[src/rtl/hazard_pkg.sv]
// Shared encodings for the pipeline hazard controller: writeback sources,
// forwarding select codes, multiply-tracker states and register-match helpers.
package hazard_pkg;

  localparam logic [2:0] WB_ALU = 3'b000;
  localparam logic [2:0] WB_MEM = 3'b001;
  localparam logic [2:0] WB_PC8 = 3'b010;

  // Execute-stage forwarding selects
  localparam logic [1:0] FWD_REG = 2'b00;
  localparam logic [1:0] FWD_W   = 2'b01;
  localparam logic [1:0] FWD_M   = 2'b10;

  // Decode-stage selects use the opposite encoding for M and W
  localparam logic [1:0] FWDD_M = 2'b01;
  localparam logic [1:0] FWDD_W = 2'b10;

  typedef enum logic [1:0] {
    IDLE = 2'd0,
    BUSY = 2'd1,
    ERR  = 2'd2
  } mult_state_e;

  // $0 is hardwired to zero, so it never produces a dependency
  function automatic logic reg_match(input logic [4:0] src, input logic [4:0] dst);
    return (src != 5'd0) && (src == dst);
  endfunction

  function automatic logic [1:0] fwd_exec(input logic [4:0] src,
                                          input logic rw_m, input logic [4:0] wr_m,
                                          input logic rw_w, input logic [4:0] wr_w);
    if (rw_m && reg_match(src, wr_m))      return FWD_M;
    else if (rw_w && reg_match(src, wr_w)) return FWD_W;
    else                                   return FWD_REG;
  endfunction

  // A load in Memory has no data yet, so it cannot feed the Decode comparator
  function automatic logic [1:0] fwd_dec(input logic [4:0] src,
                                         input logic rw_m, input logic [4:0] wr_m,
                                         input logic [2:0] wb_m,
                                         input logic rw_w, input logic [4:0] wr_w);
    if (rw_m && reg_match(src, wr_m) && (wb_m != WB_MEM)) return FWDD_M;
    else if (rw_w && reg_match(src, wr_w))                return FWDD_W;
    else                                                  return FWD_REG;
  endfunction

endpackage

[src/rtl/hazard_if.sv]
// Hazard interface between the pipelined datapath (master) and the hazard unit (slave).
interface hazard_if;
  // No handshake: every signal is a level, valid in the cycle it is presented;
  // stall/flush/forward outputs are combinational answers for that same cycle.
  logic [4:0] rsD, rtD, rsE, rtE;
  logic [4:0] WriteRegE, WriteRegM, WriteRegW;
  logic [1:0] branchD;
  logic       multReadD;
  logic       RegWriteE, RegWriteM, RegWriteW;
  logic [2:0] WBSrcE, WBSrcM;
  logic       MultStartE, MultDoneE;
  logic       stallF, stallD, flushE;
  logic [1:0] forwardAD, forwardBD, forwardAE, forwardBE;
  logic       multBusy, multErr;

  modport master (
    output rsD, rtD, rsE, rtE, WriteRegE, WriteRegM, WriteRegW, branchD, multReadD,
           RegWriteE, RegWriteM, RegWriteW, WBSrcE, WBSrcM, MultStartE, MultDoneE,
    input  stallF, stallD, flushE, forwardAD, forwardBD, forwardAE, forwardBE,
           multBusy, multErr
  );

  modport slave (
    input  rsD, rtD, rsE, rtE, WriteRegE, WriteRegM, WriteRegW, branchD, multReadD,
           RegWriteE, RegWriteM, RegWriteW, WBSrcE, WBSrcM, MultStartE, MultDoneE,
    output stallF, stallD, flushE, forwardAD, forwardBD, forwardAE, forwardBE,
           multBusy, multErr
  );
endinterface

[src/rtl/mult_tracker.sv]
// Tracks an in-flight multi-cycle multiply; a watchdog drops back to IDLE via ERR
// if MultDoneE never arrives, leaving a sticky error flag.
module mult_tracker
  import hazard_pkg::*;
#(
  parameter int MULT_TIMEOUT = 64
) (
  input  logic        clk,
  input  logic        rst,
  input  logic        start_i,
  input  logic        done_i,
  output logic        busy_o,
  output logic        err_o,
  output mult_state_e state_o
);

  localparam logic [7:0] LAST_CNT = 8'(MULT_TIMEOUT - 1);

  mult_state_e state_q, state_d;
  logic [7:0]  cnt_q, cnt_d;
  logic        err_q, err_d;

  always_ff @(posedge clk) begin
    if (rst) begin
      state_q <= IDLE;
      cnt_q   <= 8'd0;
      err_q   <= 1'b0;
    end else begin
      state_q <= state_d;
      cnt_q   <= cnt_d;
      err_q   <= err_d;
    end
  end

  always_comb begin
    state_d = state_q;
    cnt_d   = cnt_q;
    err_d   = err_q;
    unique case (state_q)
      IDLE: begin
        cnt_d = 8'd0;
        if (start_i && !done_i) state_d = BUSY;
      end
      BUSY: begin
        // Done wins over a restart; a restart wins over the timeout
        if (done_i) begin
          state_d = IDLE;
          cnt_d   = 8'd0;
        end else if (start_i) begin
          cnt_d = 8'd0;
        end else if (cnt_q == LAST_CNT) begin
          state_d = ERR;
          cnt_d   = 8'd0;
          err_d   = 1'b1;
        end else begin
          cnt_d = cnt_q + 8'd1;
        end
      end
      ERR: begin
        state_d = IDLE;
        cnt_d   = 8'd0;
      end
      default: begin
        state_d = IDLE;
        cnt_d   = 8'd0;
      end
    endcase
  end

  assign busy_o  = (state_q == BUSY);
  assign err_o   = err_q;
  assign state_o = state_q;

endmodule

[src/rtl/hazard_unit.sv]
// Pipeline hazard controller: combinational forwarding and stall detection plus a
// multiply tracker. Define HAZARD_PERF_EN to add saturating stall-cause counters.
module hazard_unit
  import hazard_pkg::*;
#(
  parameter int MULT_TIMEOUT = 64,
  parameter int CNT_W        = 32
) (
  input  logic             clk,
  input  logic             rst,
  hazard_if.slave          hz,
`ifdef HAZARD_PERF_EN
  input  logic             perfClr,
  output logic [CNT_W-1:0] lwStallCnt,
  output logic [CNT_W-1:0] brStallCnt,
  output logic [CNT_W-1:0] multStallCnt,
`endif
  output mult_state_e      dbg_state_o
);

  logic lwstall, branchstall, multstall, stall;
  logic mult_busy, mult_err;

  mult_tracker #(.MULT_TIMEOUT(MULT_TIMEOUT)) u_mult (
    .clk     (clk),
    .rst     (rst),
    .start_i (hz.MultStartE),
    .done_i  (hz.MultDoneE),
    .busy_o  (mult_busy),
    .err_o   (mult_err),
    .state_o (dbg_state_o)
  );

  assign hz.forwardAE = fwd_exec(hz.rsE, hz.RegWriteM, hz.WriteRegM, hz.RegWriteW, hz.WriteRegW);
  assign hz.forwardBE = fwd_exec(hz.rtE, hz.RegWriteM, hz.WriteRegM, hz.RegWriteW, hz.WriteRegW);
  assign hz.forwardAD = fwd_dec(hz.rsD, hz.RegWriteM, hz.WriteRegM, hz.WBSrcM,
                                hz.RegWriteW, hz.WriteRegW);
  assign hz.forwardBD = fwd_dec(hz.rtD, hz.RegWriteM, hz.WriteRegM, hz.WBSrcM,
                                hz.RegWriteW, hz.WriteRegW);

  always_comb begin
    lwstall     = (hz.WBSrcE == WB_MEM) &&
                  (reg_match(hz.rtE, hz.rsD) || reg_match(hz.rtE, hz.rtD));
    // Branch compares in Decode, so an ALU result in E or a load in M is too late
    branchstall = (hz.branchD != 2'b00) &&
                  ((hz.RegWriteE &&
                    (reg_match(hz.rsD, hz.WriteRegE) || reg_match(hz.rtD, hz.WriteRegE))) ||
                   ((hz.WBSrcM == WB_MEM) &&
                    (reg_match(hz.rsD, hz.WriteRegM) || reg_match(hz.rtD, hz.WriteRegM))));
    multstall   = hz.multReadD && (mult_busy || hz.MultStartE);
    stall       = lwstall || branchstall || multstall;
  end

  assign hz.stallF   = stall;
  assign hz.stallD   = stall;
  assign hz.flushE   = stall;
  assign hz.multBusy = mult_busy;
  assign hz.multErr  = mult_err;

`ifdef HAZARD_PERF_EN
  logic [CNT_W-1:0] lw_cnt_q, lw_cnt_d;
  logic [CNT_W-1:0] br_cnt_q, br_cnt_d;
  logic [CNT_W-1:0] mul_cnt_q, mul_cnt_d;

  always_ff @(posedge clk) begin
    if (rst || perfClr) begin
      lw_cnt_q  <= '0;
      br_cnt_q  <= '0;
      mul_cnt_q <= '0;
    end else begin
      lw_cnt_q  <= lw_cnt_d;
      br_cnt_q  <= br_cnt_d;
      mul_cnt_q <= mul_cnt_d;
    end
  end

  // Counters hold at all-ones rather than wrapping
  always_comb begin
    lw_cnt_d  = lw_cnt_q;
    br_cnt_d  = br_cnt_q;
    mul_cnt_d = mul_cnt_q;
    if (lwstall && !(&lw_cnt_q))      lw_cnt_d  = lw_cnt_q + CNT_W'(1);
    if (branchstall && !(&br_cnt_q))  br_cnt_d  = br_cnt_q + CNT_W'(1);
    if (multstall && !(&mul_cnt_q))   mul_cnt_d = mul_cnt_q + CNT_W'(1);
  end

  assign lwStallCnt   = lw_cnt_q;
  assign brStallCnt   = br_cnt_q;
  assign multStallCnt = mul_cnt_q;
`endif

endmodule

[src/flat_wrapper.sv]
// flat-port wrapper written by rule: the top's interface ports become plain ports
module hazard_unit_flat import hazard_pkg::*;
#(
  parameter int MULT_TIMEOUT = 64,
  parameter int CNT_W        = 32
)
  (clk, rst, dbg_state_o, hz_rsD, hz_rtD, hz_rsE, hz_rtE, hz_WriteRegE, hz_WriteRegM, hz_WriteRegW, hz_branchD, hz_multReadD, hz_RegWriteE, hz_RegWriteM, hz_RegWriteW, hz_WBSrcE, hz_WBSrcM, hz_MultStartE, hz_MultDoneE, hz_stallF, hz_stallD, hz_flushE, hz_forwardAD, hz_forwardBD, hz_forwardAE, hz_forwardBE, hz_multBusy, hz_multErr);
  hazard_if hz_i ();
  input  logic clk;
  input  logic rst;
  output mult_state_e dbg_state_o;
  input wire logic [$bits(hz_i.rsD)-1:0] hz_rsD;
  input wire logic [$bits(hz_i.rtD)-1:0] hz_rtD;
  input wire logic [$bits(hz_i.rsE)-1:0] hz_rsE;
  input wire logic [$bits(hz_i.rtE)-1:0] hz_rtE;
  input wire logic [$bits(hz_i.WriteRegE)-1:0] hz_WriteRegE;
  input wire logic [$bits(hz_i.WriteRegM)-1:0] hz_WriteRegM;
  input wire logic [$bits(hz_i.WriteRegW)-1:0] hz_WriteRegW;
  input wire logic [$bits(hz_i.branchD)-1:0] hz_branchD;
  input wire logic [$bits(hz_i.multReadD)-1:0] hz_multReadD;
  input wire logic [$bits(hz_i.RegWriteE)-1:0] hz_RegWriteE;
  input wire logic [$bits(hz_i.RegWriteM)-1:0] hz_RegWriteM;
  input wire logic [$bits(hz_i.RegWriteW)-1:0] hz_RegWriteW;
  input wire logic [$bits(hz_i.WBSrcE)-1:0] hz_WBSrcE;
  input wire logic [$bits(hz_i.WBSrcM)-1:0] hz_WBSrcM;
  input wire logic [$bits(hz_i.MultStartE)-1:0] hz_MultStartE;
  input wire logic [$bits(hz_i.MultDoneE)-1:0] hz_MultDoneE;
  output wire logic [$bits(hz_i.stallF)-1:0] hz_stallF;
  output wire logic [$bits(hz_i.stallD)-1:0] hz_stallD;
  output wire logic [$bits(hz_i.flushE)-1:0] hz_flushE;
  output wire logic [$bits(hz_i.forwardAD)-1:0] hz_forwardAD;
  output wire logic [$bits(hz_i.forwardBD)-1:0] hz_forwardBD;
  output wire logic [$bits(hz_i.forwardAE)-1:0] hz_forwardAE;
  output wire logic [$bits(hz_i.forwardBE)-1:0] hz_forwardBE;
  output wire logic [$bits(hz_i.multBusy)-1:0] hz_multBusy;
  output wire logic [$bits(hz_i.multErr)-1:0] hz_multErr;
  assign hz_i.rsD = hz_rsD;
  assign hz_i.rtD = hz_rtD;
  assign hz_i.rsE = hz_rsE;
  assign hz_i.rtE = hz_rtE;
  assign hz_i.WriteRegE = hz_WriteRegE;
  assign hz_i.WriteRegM = hz_WriteRegM;
  assign hz_i.WriteRegW = hz_WriteRegW;
  assign hz_i.branchD = hz_branchD;
  assign hz_i.multReadD = hz_multReadD;
  assign hz_i.RegWriteE = hz_RegWriteE;
  assign hz_i.RegWriteM = hz_RegWriteM;
  assign hz_i.RegWriteW = hz_RegWriteW;
  assign hz_i.WBSrcE = hz_WBSrcE;
  assign hz_i.WBSrcM = hz_WBSrcM;
  assign hz_i.MultStartE = hz_MultStartE;
  assign hz_i.MultDoneE = hz_MultDoneE;
  assign hz_stallF = hz_i.stallF;
  assign hz_stallD = hz_i.stallD;
  assign hz_flushE = hz_i.flushE;
  assign hz_forwardAD = hz_i.forwardAD;
  assign hz_forwardBD = hz_i.forwardBD;
  assign hz_forwardAE = hz_i.forwardAE;
  assign hz_forwardBE = hz_i.forwardBE;
  assign hz_multBusy = hz_i.multBusy;
  assign hz_multErr = hz_i.multErr;
  hazard_unit #(.MULT_TIMEOUT(MULT_TIMEOUT), .CNT_W(CNT_W)) u_core (.clk(clk), .rst(rst), .hz(hz_i), .dbg_state_o(dbg_state_o));
endmodule
[config.mk]
export PLATFORM = sky130hd
export DESIGN_NAME = hazard_unit_flat
export DESIGN_NICKNAME = d
export VERILOG_FILES = /design/src/rtl/hazard_pkg.sv /design/src/rtl/hazard_if.sv /design/src/rtl/mult_tracker.sv /design/src/rtl/hazard_unit.sv /design/src/flat_wrapper.sv
export SDC_FILE = /design/constraint.sdc
export NUM_CORES = 1
export LEC_CHECK = 0
export BUFFER_PORTS_ARGS = -buffer_cell sky130_fd_sc_hd__buf_2
export CAP_MARGIN = 20
export CORE_MARGIN = 2
export CORE_UTILIZATION = 50
export DETAILED_ROUTE_END_ITERATION = 10
export GPL_TIMING_DRIVEN = 0
export PLACE_DENSITY = 0.86
export RECOVER_POWER = 25
export REMOVE_ABC_BUFFERS = 1
export SYNTH_ARGS = -nofsm -noshare
export SYNTH_HDL_FRONTEND = slang
export SYNTH_SLANG_ARGS = --single-unit
[constraint.sdc]
create_clock -name clk -period 2.9 [get_ports clk]
set_input_delay 0.29 -clock clk [delete_from_list [all_inputs] [get_ports clk]]
set_output_delay 0.29 -clock clk [all_outputs]
set_load 0.01 [all_outputs]
# --- Word level (Yosys, flattened, before mapping) ---
# Index checks and enable logic that the tools add are counted.
classes:
  add_sub_neg: 1
  n_eq_ne: 20
  muxes: 13
  n_bitwise: 3
  reduce_logical: 45
op_table:
  columns: ["operator", "count"]
  rows:
  - ["5-bit == test", 12]
  - ["1-bit logical AND", 28]
  - ["2-bit two-way mux", 10]
  - ["5-bit nonzero test", 4]
  - ["8-bit by 1-bit adder with 8-bit output, second input constant", 1]
  - ["8-bit by 6-bit == test with 1-bit output, second input constant", 1]
  - ["1-bit logical OR", 7]
  - ["3-bit by 1-bit == test with 1-bit output, second input constant", 2]
  - ["3-bit inequality test, second input constant", 2]
  - ["5-bit OR reduction", 1]
  - ["2-bit case mux with 2 select lines", 1]
  - ["4-bit AND reduction", 1]
  - ["3-bit by 1-bit inequality test with 1-bit output, second input constant", 1]
  - ["1-bit inverter", 3]
  - ["3-bit AND reduction", 1]
  - ["2-bit by 1-bit == test with 1-bit output, second input constant", 1]
  - ["2-bit zero test", 1]
  - ["1-bit two-way mux", 2]
  - ["2-bit inequality test, second input constant", 1]
  - ["2-bit nonzero test", 1]
  - ["1-bit zero test", 1]
word_totals:
  register_bits: 11
  input_bits: 51
  output_inout_bits: 15
  word_cells: 85

# --- Logic depth before layout (Yosys ltp) ---
logic_depth:
  word_depth: 8
  depth_mapped: 7
  mapped_depth_nobuf: 5

# --- By module ---
# Synthesis repeated with hierarchy kept, for this count alone.
hier_totals:
  cells_unflattened: 177
  hier_area_um2: 1416.4
modules_own_cells:
  columns: ["mod", "n_inst", "cells_each", "area_per_inst_um2", "seq_area_each_um2"]
  rows:
  - ["hazard_unit", 1, 130, 975.9, 0.0]
  - ["mult_tracker", 1, 47, 440.4, 220.2]

# --- Worst setup path after synthesis ---
# OpenSTA, ideal clock, no wires.
synth_path:
  kind: "input-to-output"
  startpoint: "in hz_rsD[2]"
  endpoint: "out hz_stallD"
  arrival_ps: 1728
  required_time_ps: 2610
  setup_slack_ps: 882
  path_stages: 7
  n_path_buf: 2
  cell_sequence: "buf_2 > or4_4 > nor2_4 > nor4_1 > o2111ai_1 > nand4_1 > buf_4"
synth_between:
  elab_chain_cells: 8
  word_cells_on_any_way: 17
  classes_between: "eq/ne (3); reduce/logical (14)"
synth_rtl:
  columns: ["element", "line", "source"]
  rows:
  - ["from (decl)", "flat_wrapper.sv:12", "input wire logic [$bits(hz_i.rsD)-1:0] hz_rsD;"]
  - ["5-bit == test / 5-bit nonzero test (equally long branches)", "hazard_pkg.sv:26", "return (src != 5'd0) && (src == dst);"]
  - ["1-bit logical AND", "hazard_pkg.sv:26", null]
  - ["1-bit logical OR (on tied branches)", "hazard_unit.sv:47, hazard_unit.sv:49", null]
  - ["1-bit logical AND (on tied branches)", "hazard_unit.sv:46, hazard_unit.sv:48", null]
  - ["1-bit logical OR", "hazard_unit.sv:47", "(reg_match(hz.rsD, hz.WriteRegE) || reg_match(hz.rtD, hz.WriteRegE))) ||"]
  - ["1-bit logical AND", "hazard_unit.sv:45", "branchstall = (hz.branchD != 2'b00) &&"]
  - ["1-bit logical OR (*) (2 in a row)", "hazard_unit.sv:51", "stall = lwstall || branchstall || multstall;"]
  - ["to (decl)", "flat_wrapper.sv:29", "output wire logic [$bits(hz_i.stallD)-1:0] hz_stallD;"]
# Mark *: on every way between the ends. The rest lies on a longest branch, timed or not.

# --- Final worst setup path ---
layout_path:
  startpoint: "in hz_rsD[1]"
  endpoint: "out hz_flushE"
layout_between:
  elab_chain_cells: 8
  word_cells_on_any_way: 17
  classes_between: "eq/ne (3); reduce/logical (14)"
layout_rtl:
  columns: ["element", "line", "source"]
  rows:
  - ["5-bit == test / 5-bit nonzero test (equally long branches)", "hazard_pkg.sv:26", null]
  - ["1-bit logical AND", "hazard_pkg.sv:26", null]
  - ["1-bit logical OR (on tied branches)", "hazard_unit.sv:47, hazard_unit.sv:49", null]
  - ["1-bit logical AND (on tied branches)", "hazard_unit.sv:46, hazard_unit.sv:48", null]
  - ["1-bit logical OR", "hazard_unit.sv:47", null]
  - ["1-bit logical AND", "hazard_unit.sv:45", null]
  - ["1-bit logical OR (*) (2 in a row)", "hazard_unit.sv:51", null]
  - ["to (decl)", "flat_wrapper.sv:30", "output wire logic [$bits(hz_i.flushE)-1:0] hz_flushE;"]
# Marks and branches as above.

==> results.ini <==
[drt]
wl_um = 3520
vias = 1339
via_per_inst = 5.36
wl_per_cell_um = 14.1
final_antenna_net_count = 0
first_pass_iters = 5
drcViolationCount = 0
drt_iter0_markers = 49

[timing]
post-route-worst-setup-slack_ns = 0.803
final-hold-violation-count = 0
max_slew_margin_pct = 74.2
worst_slew_pin_slew_ns = 0.383
max_freq_ghz = 0.477
report.final.setup_viol = 0
period_share_pct = 72.3
rsz0062_at_grt = no
hold_ws_ns = 0.199
period_minus_slack_ns = 2.10
slew_viol_final = 0
finalSetupTns_ns = 0
finalClockSkew_ns = 0.000344

[worst_setup_path]
r2r_start = u_core.u_mult.cnt_q[0]
arrival_ns = 1.81
start_kind = input port
crit_chain = buf_2 -> or4_4 -> nor2_4 -> nor4_1 -> o2111ai_1 -> nand4_1 -> buf_2
critical_path_class = input port to output pin
cpPeakStageDelay_ns = 0.56
crit_path_max_fanout = 5
crit_start = hz_rsD[1]
worst_ep_required_time_ns = 2.61
worstSetupEndpointType = output pin
crit_top_cell = buf_2
slowest_stage = or4_4

[clocking]
cts_sinks = 11
post_cts_buffers = 0
cts_tree = built
clk_pin_slew_ns = 0.07
root_buffer = clkbuf_4
cts_made_buffers = 3
h-tree-depth = 1
cts_resized = 0
worst_skew_pair.late_latency_ns = 0.27
hold_buffers = 0
clockBufferDepth = 2

[grt]
grt-ovfl-total = 0
use_met3_pct = 2.30
use_met2_pct = 38.0
grt_max_degree = 8
grt.busiest_layer = met2
grt_pass1_wl_um = 5660
grt_pass1_vias = 1306
antenna_found_initial = 0
grt_util_met1_pct = 28.3
grt.total_usage_pct = 22.3

[cells_and_area]
n_fill_cell = 229
drive_gt1_share_pct = 33.2
antennaDiodeCount = 0
final_area_mm2 = 0.00164
final_net_count = 273
syn2layout_area_growth_pct = 19.5

[die]
std_cell_rows = 18
die_y_um = 56.3
start_util_pct = 53.8
dieArea_mm2 = 0.00317
die_x_um = 56.3
core_area_mm2 = 0.00254
num_io_pins = 66

[worst_hold_path]
hp-class = input port to flop
hp-start = hz_MultDoneE

[synthesis]
yosysSeqAreaShare_pct = 16.1
yosysUniqueCellTypes = 31
synth_top_cell_by_area = xnor2_1
ys_seq_elements = 11
syn-mean-instance-area_um2 = 7.87
syn-cell-area_mm2 = 0.00137
synth_top_area_share_pct = 29.4
synth_area_leaders = xnor2_1 29%, dfxtp_1 16%, xor2_1 13%
synth_cells = 174
synth_warnings = 0

[status]
status = finished clean

[placed_design]
pre_cts_ws_ns = 0.795
gp_congestion = 0.919
hpwl_um = 2920
place_area_mm2 = 0.00162
io_buffer_count = 65

[power_and_ir_drop]
powerDensity_mw_per_mm2 = 269
finalPower_w = 0.000441
leakagePower_nw = 0.649
vdd_drop_max_mv = 0.292

[flow_run]
maxCapViolations = 0

[Yosys cell counts]
| cell | count |
|---|---|
| nor2_1 | 12 |
| nor4_1 | 9 |
| nand4_1 | 7 |
| buf_4 | 2 |
| buf_1 | 1 |
| nand3_1 | 10 |
| dfxtp_1 | 11 |
| nand2b_1 | 2 |
| and3_4 | 2 |
| or3_4 | 1 |
| nor4_2 | 2 |
| o2111ai_1 | 1 |
| buf_2 | 2 |
| nor2_4 | 2 |
| or4_1 | 4 |
| a21oi_1 | 2 |
| nor3_1 | 2 |
| buf_6 | 2 |
| o211ai_1 | 1 |
| and3_1 | 2 |
| xnor2_1 | 46 |
| xor2_1 | 20 |
| ha_1 | 1 |
| nor4b_1 | 1 |
| clkbuf_1 | 15 |
| nand2_1 | 5 |
| or2_2 | 1 |
| or4_4 | 2 |
| o21ai_0 | 2 |
| inv_1 | 3 |
| clkbuf_2 | 1 |
[layer usage]
layer	routed length, um	vias up
met5	0	-
met1	1560	592
met3	266	6
li1	-	668
met4	37	0
met2	1660	73
[cell usage in the layout (no fill, tap or decap)]
cell,instances
or4_4,2
or2_2,1
xor2_1,20
o2111ai_1,1
nor4b_1,1
nor4_2,2
a21oi_1,2
ha_1,1
clkbuf_1,5
nor3_1,2
nor2_1,12
clkbuf_4,3
o211ai_1,1
and3_1,2
buf_2,61
and3_4,2
nor4_1,9
dfxtp_1,11
nor2_4,2
nand4_1,7
nand2b_1,2
nand2_1,5
or3_1,1
inv_1,3
or4_1,4
xnor2_1,46
o21ai_0,2
nand3_1,10
[cell families after synthesis]
kind of cell / share of synthesized area (%)
xor gates and xnor gates: 42.2
AOI/OAI and AO/OA: 2.65
adders and majority gates: 0.914
and+or+nand+nor: 29.1
DFF: 16.1
buffers and inverters: 9.05
[metrics by stage]
| step | util (%) | cells |
|---|---|---|
| floorplan | - | 151 |
| global placement | 63.6 | 246 |
| detailed placement | 63.6 | 246 |
| CTS | 64.7 | 250 |
| global route | 64.3 | 250 |
| finish | 64.3 | 250 |
[worst max-delay path: cells and delay by family]
kind / cells / cell delay [ns]
compound gates: 1 / 0.21
buf+inv: 2 / 0.34
simple gates: 4 / 0.96
[area by class of cell]
type | count | area (um2) | share of cell area, %
Multi-Input combinational cell | 137 | 1020 | 62.4
Tap cell | 30 | 37.5 | 2.30
Sequential cell | 11 | 220 | 13.5
Inverter | 3 | 11.3 | 0.689
Clock buffer | 4 | 26.3 | 1.61
Timing Repair Buffer | 65 | 320 | 19.6
[flip-flops by register name, summed over array words and instances (netlist names)]
register               flops
u_core.u_mult.cnt_q        8
u_core.u_mult.state_o      2
u_core.u_mult.err_o        1
[worst paths after layout]
path                              end  slack (ns)  depth (start not counted)
min          u_core.u_mult.state_o[0]        0.20                          2
max reg2reg       u_core.u_mult.err_o        1.18                          5
max                         hz_flushE        0.80                          7
min reg2reg       u_core.u_mult.err_o        0.45                          2
[power breakdown]
group | switching [W] | internal, W
Sequential | 0.000000633 | 0.000152
Combinational | 0.0000938 | 0.0000877
Clock | 0.0000533 | 0.0000534
Total | 0.000148 | 0.000293
No activity file was read; power rests on OpenSTA's default activity.
